File: config.mk
export PLATFORM = sky130hd
export DESIGN_NAME = reg_file_mp_scoreboard
export DESIGN_NICKNAME = d
export VERILOG_FILES = /design/src/rtl/rf_pkg.sv /design/src/rtl/rf_scoreboard.sv /design/src/rtl/reg_file_mp_scoreboard.sv
export SDC_FILE = /design/constraint.sdc
export NUM_CORES = 2
export LEC_CHECK = 0
export ABC_CLOCK_PERIOD_IN_PS = 3500
export BUFFER_PORTS_ARGS = -buffer_cell sky130_fd_sc_hd__buf_2
export CAP_MARGIN = 5
export CORE_MARGIN = 4
export CORE_UTILIZATION = 45
export DETAILED_ROUTE_END_ITERATION = 12
export SYNTH_ARGS = -nofsm -noshare
export SYNTH_HDL_FRONTEND = slang
export SYNTH_HIERARCHICAL = 1
export SYNTH_SLANG_ARGS = --single-unit
File: constraint.sdc
create_clock -name clk -period 3.5 [get_ports clk]
set_input_delay 0.35 -clock clk [delete_from_list [all_inputs] [get_ports clk]]
set_output_delay 0.35 -clock clk [all_outputs]
set_load 0.05 [all_outputs]
File: src/rtl/rf_pkg.sv
// Shared constants and helpers for the multi-port register file and its scoreboard.
// Latency: n/a (package only).
// Backpressure: n/a (package only).
package rf_pkg;

    // Writeback port indices; higher index wins a same-address collision.
    localparam int WB_ALU  = 0;
    localparam int WB_LOAD = 1;
    localparam int NUM_WB  = 2;

    // Upper bounds used by the read-port address array type.
    localparam int MAX_RD = 4;
    localparam int MAX_AW = 8;

    // Register index width for a given register count (at least one bit).
    function automatic int rf_aw(input int num_regs);
        return (num_regs > 1) ? $clog2(num_regs) : 1;
    endfunction

    // Read-port address array, one entry per read port.
    typedef logic [MAX_AW-1:0] rs_addr_arr_t [MAX_RD];

endpackage

File: src/rtl/rf_scoreboard.sv
// Per-register busy scoreboard: set at issue, cleared at writeback, RAW lookup per read port.
// Latency: busy state updates on the clock edge; rs_busy lookup is combinational.
// Backpressure: none; the hazard report is advisory for the issue stage.
// Ports: clk/rst_n; issue_en/issue_rd set a bit; wb_live/wb_addr clear bits;
//        rs_addr/rs_fwd per read port -> rs_busy; busy_vec exposes the state.
module rf_scoreboard
    import rf_pkg::*;
#(
    parameter int NUM_REGS = 32,
    parameter int AW       = rf_aw(NUM_REGS),
    parameter int NUM_RD   = 2
) (
    input  logic                         clk,
    input  logic                         rst_n,
    input  logic                         issue_en,
    input  logic [AW-1:0]                issue_rd,
    input  logic [NUM_WB-1:0]            wb_live,
    input  logic [NUM_WB-1:0][AW-1:0]    wb_addr,
    input  logic [NUM_RD*AW-1:0]         rs_addr,
    input  logic [NUM_RD-1:0]            rs_fwd,
    output logic [NUM_RD-1:0]            rs_busy,
    output logic [NUM_REGS-1:0]          busy_vec
);

    logic [NUM_REGS-1:0] busy_q;
    logic [NUM_REGS-1:0] busy_d;

    // Clears are applied before the set so that a new producer issued in the
    // same cycle as an older producer's writeback keeps the register busy.
    always_comb begin
        busy_d = busy_q;
        for (int w = 0; w < NUM_WB; w++) begin
            if (wb_live[w]) begin
                busy_d[wb_addr[w]] = 1'b0;
            end
        end
        if (issue_en && (issue_rd != '0)) begin
            busy_d[issue_rd] = 1'b1;
        end
        busy_d[0] = 1'b0;
    end

    always_ff @(posedge clk or negedge rst_n) begin
        if (!rst_n) begin
            busy_q <= '0;
        end else begin
            busy_q <= busy_d;
        end
    end

    // A source being written this cycle is satisfied by the forwarded data.
    always_comb begin
        rs_busy = '0;
        for (int k = 0; k < NUM_RD; k++) begin
            rs_busy[k] = busy_q[rs_addr[k*AW +: AW]] && !rs_fwd[k];
        end
    end

    assign busy_vec = busy_q;

endmodule

File: src/rtl/reg_file_mp_scoreboard.sv
// Multi-read, dual-writeback integer register file with optional write bypass and busy scoreboard.
// Latency: reads combinational (0 cycles); writes and scoreboard commit on the rising edge.
// Backpressure: none; rs_busy flags RAW hazards for the issue stage to stall on.
// Ports: rs_addr/rs_data/rs_busy per read port; wb0_* ALU writeback; wb1_* load writeback;
//        issue_en/issue_rd mark a pending producer; wr_collide sticky dual-write flag; busy_vec debug.
module reg_file_mp_scoreboard
    import rf_pkg::*;
#(
    parameter int XLEN     = 32,
    parameter int NUM_REGS = 32,
    parameter int NUM_RD   = 2,
    parameter int BYPASS   = 1,
    localparam int AW      = rf_aw(NUM_REGS)
) (
    input  logic                     clk,
    input  logic                     rst_n,
    input  logic [NUM_RD*AW-1:0]     rs_addr,
    output logic [NUM_RD*XLEN-1:0]   rs_data,
    output logic [NUM_RD-1:0]        rs_busy,
    input  logic                     wb0_en,
    input  logic [AW-1:0]            wb0_addr,
    input  logic [XLEN-1:0]          wb0_data,
    input  logic                     wb1_en,
    input  logic [AW-1:0]            wb1_addr,
    input  logic [XLEN-1:0]          wb1_data,
    input  logic                     issue_en,
    input  logic [AW-1:0]            issue_rd,
    output logic                     wr_collide,
    output logic [NUM_REGS-1:0]      busy_vec
);

    // Writeback ports gathered into arrays, ordered by priority (last wins).
    logic [NUM_WB-1:0]           wb_live;
    logic [NUM_WB-1:0][AW-1:0]   wb_addr;
    logic [XLEN-1:0]             wb_data [NUM_WB];

    assign wb_addr[WB_ALU]  = wb0_addr;
    assign wb_addr[WB_LOAD] = wb1_addr;
    assign wb_data[WB_ALU]  = wb0_data;
    assign wb_data[WB_LOAD] = wb1_data;
    // Writes to x0 are dropped at the source so nothing downstream sees them.
    assign wb_live[WB_ALU]  = wb0_en && (wb0_addr != '0);
    assign wb_live[WB_LOAD] = wb1_en && (wb1_addr != '0);

    // Flop array rather than RAM: reset must clear every entry.
    logic [XLEN-1:0] regs [NUM_REGS];

    always_ff @(posedge clk or negedge rst_n) begin
        if (!rst_n) begin
            for (int i = 0; i < NUM_REGS; i++) begin
                regs[i] <= '0;
            end
            wr_collide <= 1'b0;
        end else begin
            for (int w = 0; w < NUM_WB; w++) begin
                if (wb_live[w]) begin
                    regs[wb_addr[w]] <= wb_data[w];
                end
            end
            if (wb_live[WB_ALU] && wb_live[WB_LOAD] &&
                (wb_addr[WB_ALU] == wb_addr[WB_LOAD])) begin
                wr_collide <= 1'b1;
            end
        end
    end

    // Read muxes. rs_hit records that a same-cycle write targets the source,
    // independent of BYPASS, and feeds the scoreboard's hazard masking.
    logic [NUM_RD-1:0] rs_hit;
    logic [NUM_RD-1:0] rs_fwd;

    always_comb begin : rd_mux
        logic [AW-1:0]   ra;
        logic [XLEN-1:0] rd;
        rs_data = '0;
        rs_hit  = '0;
        for (int k = 0; k < NUM_RD; k++) begin
            ra = rs_addr[k*AW +: AW];
            rd = regs[ra];
            for (int w = 0; w < NUM_WB; w++) begin
                if (wb_live[w] && (wb_addr[w] == ra)) begin
                    rs_hit[k] = 1'b1;
                    if (BYPASS != 0) begin
                        rd = wb_data[w];
                    end
                end
            end
            // Bypassed data must not leak out while reset is held.
            if (!rst_n || (ra == '0)) begin
                rd = '0;
            end
            rs_data[k*XLEN +: XLEN] = rd;
        end
    end

    assign rs_fwd = (BYPASS != 0) ? rs_hit : '0;

    rf_scoreboard #(
        .NUM_REGS (NUM_REGS),
        .AW       (AW),
        .NUM_RD   (NUM_RD)
    ) u_scoreboard (
        .clk      (clk),
        .rst_n    (rst_n),
        .issue_en (issue_en),
        .issue_rd (issue_rd),
        .wb_live  (wb_live),
        .wb_addr  (wb_addr),
        .rs_addr  (rs_addr),
        .rs_fwd   (rs_fwd),
        .rs_busy  (rs_busy),
        .busy_vec (busy_vec)
    );

endmodule
# Yosys cells after proc, flatten, opt, wreduce, memory -nomap -nowiden
# Index checks and enable logic that the tools add are counted.
[totals]
register_bits = 1056
latch_bits = 0
mem_bits_rw = 0
rom_bits = 0
in_bits = 94
out_inout_bits = 99
elab_cells = 125
memories = 0
[op_classes]
addsub = 0
n_mul = 0
div_mod_pow = 0
n_lt_le_gt_ge = 14
n_eq_ne = 5
n_shift = 0
muxes = 37
bitwise_logic = 9
reduce_logical = 26
[op_table]
columns = ["operator", "count"]
rows = [
  ["bitwise mux 1024 bit", 2],
  ["two-way mux 1024 bit", 2],
  ["two-way mux 32 bit", 15],
  ["binary-select mux 32 bit (select 5 bit)", 2],
  ["demux 32 bit (select 5 bit)", 2],
  ["bitwise AND 32 bit", 2],
  ["inverter 32 bit", 2],
  ["OR 32 bit", 1],
  ["< comparator 5 x 6 -> 1 bit (second input constant)", 5],
  ["== test 5 bit", 5],
  ["greater-or-equal comparator 6 bit (second input constant)", 4],
  ["inverter 5 -> 6 bit", 4],
  ["logical AND 1 bit", 16],
  ["demux 1 bit (select 5 bit)", 3],
  ["greater-or-equal comparator 5 x 1 -> 1 bit (second input constant)", 3],
  ["nonzero test 5 bit", 3],
  ["< comparator 6 x 1 -> 1 bit (second input constant)", 2],
  ["binary-select mux 1 bit (select 5 bit)", 2],
  ["zero test 5 bit", 2],
  ["two-way mux 1 bit", 9],
  ["zero test 1 bit", 3],
  ["logical OR 1 bit", 2],
]

# Longest topological paths before layout
[depth]
depth_word = 11
ltp_mapped = 10

# Hierarchy
# The synthesis kept the hierarchy.
[by_module_without_submodules]
columns = ["module", "n_inst", "cells_per_inst", "area_each_um2", "seq_area_each_um2"]
rows = [
  ["reg_file_mp_scoreboard", 1, 6463, 64722.1, 25649.6],
  ["rf_scoreboard", 1, 219, 2282.2, 775.7],
]

# Worst setup path after synthesis
# No wires, ideal clock.
[synth_timing]
kind = "input to output"
startpoint = "input wb1_addr[2]"
endpoint = "output rs_data[9]"
arrival_time_ns = 4.102
required_ns = 3.150
path_slack_ns = -0.952
stages = 7
n_path_buf = 2
path_cell_list = "buf_6 -> or4_4 -> o2111ai_2 -> or2_2 -> clkbuf_1 -> o21ai_0 -> a2111oi_0"
[synth_between]
elab_chain_cells = 5
word_cells_on_any_way = 6
cone_classes = "eq/ne: 1; mux: 2; reduce/logical: 3"
[synth_lines]
columns = ["item", "line", "text"]
rows = [
  ["start, declared", "reg_file_mp_scoreboard.sv:24", "input logic [AW-1:0] wb1_addr,"],
  ["nonzero test 5 bit", "reg_file_mp_scoreboard.sv:43", "assign wb_live[WB_LOAD] = wb1_en && (wb1_addr != '0);"],
  ["logical AND 1 bit", "reg_file_mp_scoreboard.sv:43", ""],
  ["logical AND 1 bit *", "reg_file_mp_scoreboard.sv:81", "if (wb_live[w] && (wb_addr[w] == ra)) begin"],
  ["two-way mux 32 bit *", "reg_file_mp_scoreboard.sv:81", ""],
  ["two-way mux 32 bit *", "reg_file_mp_scoreboard.sv:89", "if (!rst_n || (ra == '0)) begin"],
  ["end, declared", "reg_file_mp_scoreboard.sv:18", "output logic [NUM_RD*XLEN-1:0] rs_data,"],
]
# Mark *: on every way between the ends. The rest lies on a longest branch, timed or not.

# Worst setup path in the final report
[layout_timing]
startpoint = "input rs_addr[2]"
endpoint = "output rs_data[16]"
[layout_between]
elab_chain_cells = 7
word_cells_on_any_way = 13
cone_classes = "eq/ne: 2; mux: 6; bitwise: 1; reduce/logical: 4"
[layout_lines]
columns = ["item", "line", "text"]
rows = [
  ["start, declared", "reg_file_mp_scoreboard.sv:17", "input logic [NUM_RD*AW-1:0] rs_addr,"],
  ["inverter 5 -> 6 bit (not written as such)", "reg_file_mp_scoreboard.sv:79", "rd = regs[ra];"],
  ["binary-select mux 32 bit (select 5 bit)", "reg_file_mp_scoreboard.sv:79", ""],
  ["two-way mux 32 bit (not written as such) (2 in a row)", "reg_file_mp_scoreboard.sv:79", ""],
  ["two-way mux 32 bit (2 in a row)", "reg_file_mp_scoreboard.sv:81", ""],
  ["two-way mux 32 bit *", "reg_file_mp_scoreboard.sv:89", ""],
]
# Mark *: on every way between the ends. The rest lies on a longest branch, timed or not. The select of a mux whose other input is x is not followed.

==> implementation parameters <==
Parameter                              Value

Hold path
  Class of the tightest hold or removal check ... primary input to flop

Route
  Total DRC errors in the routed layout ... 0
  Initial DRC Count ... between 9k and 10k
  Via Count ... between 50k and 60k
  Per-cell via count in the routed design ... ~6.9
  Count of antenna-violating nets left after detailed routing ... 0
  Number of iterations in the first detailed-routing pass ... 12
  Final wirelength ... a little over 300 mm
  Average wire per cell in the routed design ... about 35 µm

Synthesis
  Synth area leaders ... dfrtp_1 39%, mux4_2 16%, mux2i_1 13%
  Async set or reset register ratio after synthesis ... between 90% and 100%
  Number of enable flip-flop cells after synthesis ... 0
  Most common cell in the netlist ... dfrtp_1
  Part of the Yosys area used for sequential elements ... 39.4%
  Synthesized cell area ... 67,000 µm²
  Proportion of synthesized area in mux cells ... between 30% and 40%
  Xor/xnor cell area share of the yosys netlist ... less than 1%
  Net Count, Synth ... 6,776
  Combinational family with the most area after synthesis ... multiplexers
  Top cell type's share of synthesized area ... 39.4%
  Area share of fa/ha/maj cells after synthesis ... 0%
  Library cell occupying the most area in the post-synthesis netlist ... dfrtp_1
  Distinct cell type count of the synthesized netlist ... 75
  Syn Inst Count ... between 6k and 7k
  Post-synthesis compound-gate area fraction ... between 10 and 15%
  Mean post-synth cell area ... about 10 µm²
  Post-synthesis register bit count ... 1,056
  Simple-Gate Fraction of Synth Area ... about a tenth
  Top cell types by occurrence after synthesis ... 1,056 x dfrtp_1, 967 x a21oi_1, 885 x nor2_1
  Total number of yosys warnings ... 6
  Dominant register cell in the synthesized netlist ... dfrtp_1

Worst setup path
  Slack of the worst reg-to-reg path ... around 2.5 ns
  Top fanout value on the critical path ... 19
  Element type at the critical path end ... output port
  Arrival time reported for the critical path endpoint ... 3.25 ns
  Category of the worst setup path launch point ... primary input
  Start-to-end type of the worst setup path ... primary input to output port
  Data required time of the worst path ... roughly 3.2 ns

Job
  Max capacitance violation total ... 0

Placed design
  RD Place Congestion ... a little under 1
  DP HPWL ... approximately 190 mm
  Port Buffers ... around 190
  Worst slack at placement ... roughly 0.13 ns
  # placed instances ... about 8.4k

Layout
  Fraction of layout cells with a size suffix above 1 ... between 20% and 30%
  Final #Nets ... approximately 6.7k
  Utilization of the core after routing ... between 50% and 60%
  Area growth from synthesis to final layout ... 14.6%
  Post-route non-filler standard cell count ... 8,650

Timing
  Clock skew after layout ... 0 ns
  Highest attainable clock frequency ... ~0.28 GHz
  Part of the cycle the worst path needs ... 103%
  Worst path setup slack after routing ... -0.0957 ns
  Number of hold-slack violations in the final timing report ... 0
  Worst slew margin relative to its limit ... between 20 and 25%
  Endpoints failing setup ... 3
  Post-layout min period ... 3.60 ns
  Worst Max-Slew Pin Slew ... between 1 and 1.5 ns
  Slew Viols, Final ... 0
  Unrepaired setup endpoints after global routing ... no

GRT
  Global router's overall resource usage ... between 30 and 40%
  Largest net degree at the start of global routing ... about 180
  First-pass GRT wire length ... 428 mm
  Antenna violations before repair ... 22
  Remaining Overflow, GRT ... 0
  Via count of the first global-routing pass ... 56.8k

Pwr
  Design Power ... roughly 44,000 µW
  Power per Cell Area ... about 570 nW/µm²
  Static Leak ... 0.0311 µW
  IR Drop Worst-Case VDD ... about 0.45 mV

Die
  Number of placement rows ... approximately 140
  Area of the core ... 148,000 µm²
  Die X ... between 300 and 400 µm
  Chip height ... ~390 µm
  I/O pin cnt ... 193
  Effective utilization at floorplan ... a little under half
  Die Footprint ... between 150,000 and 200,000 µm²

Clock tree
  Number of clock sinks ... about 1.1k
  Total clock buffers created by CTS ... 117
  H-Tree Depth ... 3
  Clock-pin slew on the worst setup and hold paths ... 0.06 ns
  TritonCTS clock tree ... built
  CTS max path bufs ... 3
  Clock root buffer ... clkbuf_16
  Post-CTS setup repair buffer count ... 0
  Clock insertion delay at the later pin of the skew report ... 0.78 ns

Outcome
  Status ... finished, violations left
  Violations in the final reports ... negative setup slack
-- state kept, by name, summed over array words and instances (netlist names) --
register and cells:
wr_collide 1, regs 1024, u_scoreboard/busy_vec 31
-- final timing paths --
check | cells after the start | to | startpoint
max | 10 | rs_data[16] | rs_addr[2]
max reg2reg | 3 | regs[898] | regs[898]
min reg2reg | 0 | regs[1003] | regs[1003]
max in group asynchronous | 5 | regs[645] | rst_n
min in group asynchronous | 3 | regs[489] | rst_n
min | 3 | u_scoreboard/busy_vec[12] | issue_rd[2]
-- logic make-up after synthesis --
family | count (synthesis)
buffers and inverters | 842
and+or+nand+nor | 1591
muxes | 1415
DFF | 1056
xor gates and xnor gates | 25
other | 1
AOI/OAI and AO/OA | 1752
-- layout make-up --
class | count | area (µm²)
Antenna cell | 16 | 40.0
Inverter | 41 | 154
Multi-Input combinational cell | 4784 | 37700
Clock inverter | 41 | 609
Timing Repair Buffer | 607 | 5970
Sequential cell | 1056 | 26400
Tap cell | 1930 | 2410
Clock buffer | 175 | 3480
Fill cell | 12950 | 71000
-- layer usage --
layer	share of wire (%)	vias up	GRT usage (%)
met3	15	1188	15.9
met4	7.5	10	23.5
met1	36	29489	48.5
li1	-	24316	-
met2	41	4879	53.0
met5	0.021	-	0
-- power by group --
part | internal [µW] | total, µW | switching (µW)
clock | 7810 | 13500 | 5650
combinational | 6020 | 12200 | 6170
sequential | 15400 | 18100 | 2760
total | 29200 | 43800 | 14600
-- critical path, cell delays in order --
cell and delay [ns]:
buf_4 0.38, buf_4 0.43, nor2b_2 0.10, buf_4 0.25
a22o_1 0.24, o311ai_0 0.48, nor4_1 0.16, a211oi_1 0.47
buf_4 0.21, buf_12 0.13
-- per-stage QoR --
| stage | setup TNS [ns] | hold slack (ns) | area [µm²] |
|---|---|---|---|
| final | -0.137 | 0.0444 | 76800 |
| after global routing | 0 | 0.0519 | 76800 |
| after global placement | 0 | 0.379 | 72500 |
| after CTS | 0 | 0.000294 | 76800 |
| after floorplan | 0 | 0.0544 | 67000 |
| after detailed placement | 0 | 0.384 | 72500 |
-- cells in the final DEF (no fill, tap or decap), types with 23 or more instances in the layout --
cell / instances
a22o_1: 47
buf_12: 137
buf_2: 150
buf_4: 302
clkinv_1: 24
xnor2_1: 23
nor4_1: 24
o22ai_1: 54
nor3_1: 61
clkbuf_8: 29
dfrtp_1: 1056
mux2i_1: 853
clkbuf_16: 119
a311oi_1: 27
nand2_1: 426
nand2_4: 29
a21oi_1: 967
nand3_1: 41
mux2_2: 80
nor2_1: 855
a22oi_1: 102
nor2_4: 27
clkbuf_1: 27
a221oi_1: 30
mux4_2: 478
o21ai_0: 354
o211ai_1: 46
-- repair_timing --
item | 4_1_cts | 5_1_grt
gates resized for setup | 1 | 3
hold buffers | 13 | 0
endpoints found under the setup margin | 1 | 3
endpoints found under the hold margin | 276 | 0
Note: power is estimated with default switching activity, not from simulation.
